--- src/rtl/mul_seq_pkg.sv ---
// Shared definitions for the execute-stage multiply sequencer: ALU control
// codes, sequencer state encoding and the multiply-code decode helper.
package mul_seq_pkg;

    localparam logic [3:0] ALU_ADD  = 4'b0000;
    localparam logic [3:0] ALU_SUB  = 4'b0001;
    localparam logic [3:0] ALU_AND  = 4'b0010;
    localparam logic [3:0] ALU_OR   = 4'b0011;
    localparam logic [3:0] ALU_XOR  = 4'b0100;
    localparam logic [3:0] ALU_SLT  = 4'b0101;
    localparam logic [3:0] ALU_SLL  = 4'b0110;
    localparam logic [3:0] ALU_SRL  = 4'b0111;
    localparam logic [3:0] ALU_SRA  = 4'b1000;
    localparam logic [3:0] ALU_MUL  = 4'b1110;
    localparam logic [3:0] ALU_MULH = 4'b1111;

    typedef enum logic [1:0] {
        ST_IDLE = 2'd0,
        ST_CALC = 2'd1,
        ST_FIX  = 2'd2
    } state_t;

    function automatic logic is_mul_code(input logic [3:0] code);
        return (code == ALU_MUL) || (code == ALU_MULH);
    endfunction

endpackage

--- src/rtl/mul_seq_datapath.sv ---
// Shift-add multiply datapath: operand capture with magnitude conversion,
// one WIDTH+1-bit adder, right shifter, and final sign fix into the result.
module mul_seq_datapath
    import mul_seq_pkg::*;
#(
    parameter int WIDTH = 32
) (
    input  logic             clk,
    input  logic             rst_n,
    input  logic             load,
    input  logic             step,
    input  logic             finish,
    input  logic             is_mulh,
    input  logic [WIDTH-1:0] op_a,
    input  logic [WIDTH-1:0] op_b,
    output logic [WIDTH-1:0] result
);

    logic               mulh_q;
    logic               neg_q;
    logic [WIDTH-1:0]   mcand_q;
    logic [WIDTH-1:0]   mplier_q;
    logic [2*WIDTH-1:0] acc_q;
    logic [WIDTH-1:0]   result_q;

    logic [WIDTH-1:0]   a_mag;
    logic [WIDTH-1:0]   b_mag;
    logic [WIDTH:0]     addend;
    logic [WIDTH:0]     sum;
    logic [2*WIDTH-1:0] product;

    // Negating the most-negative value wraps to itself, which read as
    // unsigned is exactly 2^(WIDTH-1) -- the magnitude we want.
    assign a_mag   = (is_mulh && op_a[WIDTH-1]) ? -op_a : op_a;
    assign b_mag   = (is_mulh && op_b[WIDTH-1]) ? -op_b : op_b;

    assign addend  = mplier_q[0] ? {1'b0, mcand_q} : '0;
    assign sum     = {1'b0, acc_q[2*WIDTH-1:WIDTH]} + addend;
    assign product = (mulh_q && neg_q) ? -acc_q : acc_q;

    always_ff @(posedge clk or negedge rst_n) begin
        if (!rst_n) begin
            mulh_q   <= 1'b0;
            neg_q    <= 1'b0;
            mcand_q  <= '0;
            mplier_q <= '0;
            acc_q    <= '0;
            result_q <= '0;
        end else if (load) begin
            mulh_q   <= is_mulh;
            neg_q    <= is_mulh && (op_a[WIDTH-1] ^ op_b[WIDTH-1]);
            mcand_q  <= a_mag;
            mplier_q <= b_mag;
            acc_q    <= '0;
        end else if (step) begin
            // The adder carry becomes the new accumulator MSB as we shift.
            acc_q    <= {sum, acc_q[WIDTH-1:1]};
            mplier_q <= mplier_q >> 1;
        end else if (finish) begin
            result_q <= mulh_q ? product[2*WIDTH-1:WIDTH] : product[WIDTH-1:0];
        end
    end

    assign result = result_q;

endmodule

--- src/rtl/mul_seq.sv ---
// Multi-cycle MUL/MULH sequencer: accepts a request from IDLE, runs WIDTH
// shift-add iterations, one sign-fix cycle, then pulses done with the result.
module mul_seq
    import mul_seq_pkg::*;
#(
    parameter int WIDTH = 32
) (
    input  logic             clk,
    input  logic             rst_n,
    input  logic             start,
    input  logic [3:0]       alu_ctrl,
    input  logic [WIDTH-1:0] op_a,
    input  logic [WIDTH-1:0] op_b,
    input  logic             flush,
    output logic             busy,
    output logic             stall,
    output logic             done,
    output logic [WIDTH-1:0] result
);

    localparam int            CW   = $clog2(WIDTH + 1);
    localparam logic [CW-1:0] LAST = CW'(WIDTH - 1);

    state_t        state_q;
    logic [CW-1:0] count_q;
    logic          done_q;
    logic          req_valid;
    logic          accept;

    assign req_valid = start && is_mul_code(alu_ctrl);
    assign accept    = (state_q == ST_IDLE) && req_valid && !flush;

    // NOTE: sequential state uses non-blocking assignments so every register
    // samples pre-edge values regardless of statement order.
    always_ff @(posedge clk or negedge rst_n) begin
        if (!rst_n) begin
            state_q <= ST_IDLE;
            count_q <= '0;
            done_q  <= 1'b0;
        end else begin
            done_q <= 1'b0;
            if (flush) begin
                state_q <= ST_IDLE;
                count_q <= '0;
            end else begin
                case (state_q)
                    ST_IDLE: begin
                        if (accept) begin
                            state_q <= ST_CALC;
                            count_q <= '0;
                        end
                    end
                    ST_CALC: begin
                        count_q <= count_q + CW'(1);
                        if (count_q == LAST) state_q <= ST_FIX;
                    end
                    ST_FIX: begin
                        done_q  <= 1'b1;
                        state_q <= ST_IDLE;
                    end
                    default: state_q <= ST_IDLE;
                endcase
            end
        end
    end

    assign busy  = (state_q != ST_IDLE);
    assign stall = ((state_q == ST_IDLE) && req_valid) || busy;
    assign done  = done_q;

    mul_seq_datapath #(.WIDTH(WIDTH)) u_datapath (
        .clk     (clk),
        .rst_n   (rst_n),
        .load    (accept),
        .step    ((state_q == ST_CALC) && !flush),
        .finish  ((state_q == ST_FIX) && !flush),
        .is_mulh (alu_ctrl == ALU_MULH),
        .op_a    (op_a),
        .op_b    (op_b),
        .result  (result)
    );

endmodule

--- config.mk ---
export PLATFORM = sky130hd
export DESIGN_NAME = mul_seq
export DESIGN_NICKNAME = d
export VERILOG_FILES = /design/src/rtl/mul_seq_pkg.sv /design/src/rtl/mul_seq_datapath.sv /design/src/rtl/mul_seq.sv
export SDC_FILE = /design/constraint.sdc
export NUM_CORES = 1
export LEC_CHECK = 0
export ABC_CLOCK_PERIOD_IN_PS = 3200
export CORE_UTILIZATION = 53
export DETAILED_ROUTE_END_ITERATION = 12
export PLACE_DENSITY_LB_ADDON = 0.05
export SKIP_CTS_REPAIR_TIMING = 1
export SLEW_MARGIN = 25
export SYNTH_ARGS = -nofsm -noshare
export SYNTH_HDL_FRONTEND = slang
export SYNTH_HIERARCHICAL = 1
export SYNTH_SLANG_ARGS = --single-unit
export TNS_END_PERCENT = 30
--- constraint.sdc ---
create_clock -name clk -period 3.2 [get_ports clk]
set_input_delay 0.32 -clock clk [delete_from_list [all_inputs] [get_ports clk]]
set_output_delay 0.32 -clock clk [all_outputs]
set_load 0.01 [all_outputs]
==> flow_metrics.env <==
export IMPL_status="finished, final reports clean"
export IMPL_post_route_min_period_ns=3.025
export IMPL_insertedDiodeCount=0
export IMPL_start_util_pct=53.97
export IMPL_met3_usage_pct=3.773
export IMPL_netlist_top_cells_count="171 x dfrtp_1, 159 x nor2_1, 119 x a21oi_1"
export IMPL_p_clk_share_pct=24.6
export IMPL_dr_total_vias=9694
export IMPL_final_nets=1514
export IMPL_vias_per_cell=5.726
export IMPL_cts_buffers=17
export IMPL_grt_pass1_vias=9028
export IMPL_crit_path_start_kind="register"
export IMPL_die_y_um=148.3
export IMPL_routedWlPerCell_um=16.16
export IMPL_slew_limit_headroom_pct=38.72
export IMPL_critPathRequiredTime_ns=3.49
export IMPL_cts_root_buf="clkbuf_16"
export IMPL_synth_cell_types=75
export IMPL_core_mm2=0.02102
export IMPL_crit_fanout=4
export IMPL_synth_most_common_cell="dfrtp_1"
export IMPL_yosysWarnings=6
export IMPL_die_area_mm2=0.02200
export IMPL_antenna_found_initial=0
export IMPL_period_share_pct=94.52
export IMPL_gr_total_overflow=0
export IMPL_synth_area_leaders="dfrtp_1 38%, mux2i_1 7.1%, nor2_1 5.3%"
export IMPL_busiest_layer="met1"
export IMPL_drv_slew=0
export IMPL_path_clk_slew_ns=0.07
export IMPL_syn_avg_cell_area_um2=8.628
export IMPL_area_growth_pct=18.15
export IMPL_clock_path_buffers=2
export IMPL_grt_met2_usage_pct=38.64
export IMPL_numPortBuffers=106
export IMPL_drive_above_1_share_pct=6.629
export IMPL_max_freq_mhz=330.6
export IMPL_netlist_area_mm2=0.01135
export IMPL_htree_levels=4
export IMPL_drt_antenna_violating_nets=0
export IMPL_seqCellArea_mm2=0.004279
export IMPL_met1_usage_pct=39.06
export IMPL_syn_nets=1424
export IMPL_worstMarginPinSlew_ns=0.9182
export IMPL_asyncSetResetFlopFracSynth_pct=100.0
export IMPL_hold_viol_final=0
export IMPL_p_leak_nw=5.769
export IMPL_switching_share_pct=39.10
export IMPL_cts_num_sinks=171
export IMPL_synth_ff_type="dfrtp_1"
export IMPL_cp_arrival_ns=3.31
export IMPL_wirelength_mm=27.36
export IMPL_ys_ff_latch=171
export IMPL_io_pins=107
export IMPL_drt_iter0_drc=683
export IMPL_yosysSeqAreaShare_pct=37.72
export IMPL_netlist_instances=1315
export IMPL_totalNegativeSetupSlack_ns=0
export IMPL_gp_congestion=0.9224
export IMPL_synth_edf_count=0
export IMPL_first_pass_iters=7
export IMPL_cp_end_kind="register"
export IMPL_multi_input_area_mm2=0.006664
export IMPL_cts_tree="done"
export IMPL_fillers=1827
export IMPL_dp_hpwl_mm=20.07
export IMPL_yosys_area_top_type_share_pct=37.72
export IMPL_grt_usage_pct=25.68
export IMPL_rsz0062_at_grt="no"
export IMPL_std_cell_rows=53
export IMPL_internal_power_mw=5.255
export IMPL_pwr_share_comb_pct=40.4
export IMPL_clk_latency_ns=0.43
export IMPL_place_ws_ns=0.07103
export IMPL_maxCapViolCount=0
export IMPL_utilization_pct=63.77
export IMPL_hold_class="in2async"
export IMPL_grt_max_degree=132
export IMPL_grt_pass1_wl_mm=45.38
export IMPL_p_seq_share_pct=35.0
export IMPL_critPathKind="reg2reg"
export IMPL_skew_ns=0.01047
export IMPL_drc=0
export IMPL_power_density_mw_per_mm2=643.6
export IMPL_p_switching_mw=3.373
export IMPL_synth_area_leader_cell="dfrtp_1"
export IMPL_setup_slack_ns=0.1754
export IMPL_peakVddDrop_mv=0.3619
export IMPL_die_x_um=148.3
export IMPL_setup_viol=0
cell families (layout without fill, tap and decap cells):
family | count (synthesis) | count (layout) | synth area share, %
AND/OR/NAND/NOR | 478 | 478 | 21.17
AO/OA/AOI/OAI | 331 | 331 | 17.53
flip-flops | 171 | 171 | 37.72
XOR/XNOR | 109 | 109 | 8.414
buffers and inverters | 107 | 210 | 3.760
multiplexers | 82 | 82 | 7.256
adder cells (fa/ha/maj) | 37 | 37 | 4.146
power by group through the flow:
stage          Clock (mW)  Sequential (mW)  Combinational, mW
2_1_floorplan           0             2.91               2.44
3_3_place_gp            0             3.04               3.35
3_5_place_dp            0             3.05               3.40
4_1_cts              2.16             3.01               3.43
5_1_grt              2.28             3.08               3.85
6_report             2.12             3.02               3.49
worst max-delay path, cell delays in order (launching register included):
cell	delay (ns)
dfrtp_1	0.36
and2_1	0.13
ha_1	0.19
inv_1	0.06
fa_1	0.40
nor2b_1	0.17
o2111ai_1	0.17
and3_4	0.20
o31a_1	0.29
o211ai_2	0.20
a31oi_2	0.12
o21ai_1	0.14
or3b_2	0.45
layer usage:
metal,routed length (µm),up-vias
li1,-,4857
met1,13910,4566
met2,12180,255
met3,1139,16
met4,123,0
met5,0,-
final timing paths:
check                                             from               endpoint  slack (ns)  cells past startpoint
worst max-delay path            u_datapath/mplier_q[0]   u_datapath/acc_q[57]        0.18                     12
worst min-delay path                             rst_n             count_q[4]        0.43                      2
worst max register to register  u_datapath/mplier_q[0]   u_datapath/acc_q[57]        0.18                     12
worst min register to register   u_datapath/result[25]  u_datapath/result[25]        0.48                      2
max in group asynchronous                        rst_n   u_datapath/acc_q[42]        1.81                      3
min in group clk                 u_datapath/result[25]  u_datapath/result[25]        0.48                      2
cells in the final DEF (no fill, tap or decap), types with 5 or more instances in the layout:
cell type and n:
dfrtp_1 171, nor2_1 158, a21oi_1 119, nand2_1 114, clkdlybuf4s50_1 105, o21ai_0 94
mux2i_1 80, xnor2_1 55, xor2_1 54, and2_1 37, inv_1 36, ha_1 36
buf_4 31, nor3_1 27, a21o_1 19, nand3_1 18, clkbuf_16 17, nor4_1 16
o31ai_1 16, a31oi_1 15, nand2b_1 13, nor2b_1 13, and3_1 12, nand4_1 11
or4_1 10, a211oi_1 9, or3_1 7, o22ai_1 7, nor3b_1 6, nand3b_1 6
inv_6 6, o32ai_1 5, o221ai_1 5, o21a_1 5, o41ai_1 5, a41oi_1 5
flip-flops by register name, indices dropped and copies added, names as in the netlist, 2 cells and up:
| signal | flops |
|---|---|
| u_datapath/acc_q | 64 |
| u_datapath/mcand_q | 32 |
| u_datapath/mplier_q | 32 |
| u_datapath/result | 32 |
| count_q | 6 |
| state_q | 2 |
stage by stage:
step           power (mW)  hold WS (ns)  std cells  cell area, µm²
2_1_floorplan       5.345       0.02441       1315           11350
3_3_place_gp        6.389        0.3363       1660           12770
3_5_place_dp        6.454        0.3341       1660           12770
4_1_cts             8.595       -0.1235       1692           13380
5_1_grt             9.209        0.4666       1693           13410
6_report            8.628        0.4273       1693           13410
area by class of cell:
class,instances,area share (%)
multi-input combinational,1037,49.71
clock inverter,13,1.148
clock buffer,19,3.379
tap,275,2.567
timing repair buffer,142,10.27
sequential,171,31.92
inverter,36,1.008
Power figures use the tool's default switching activity.
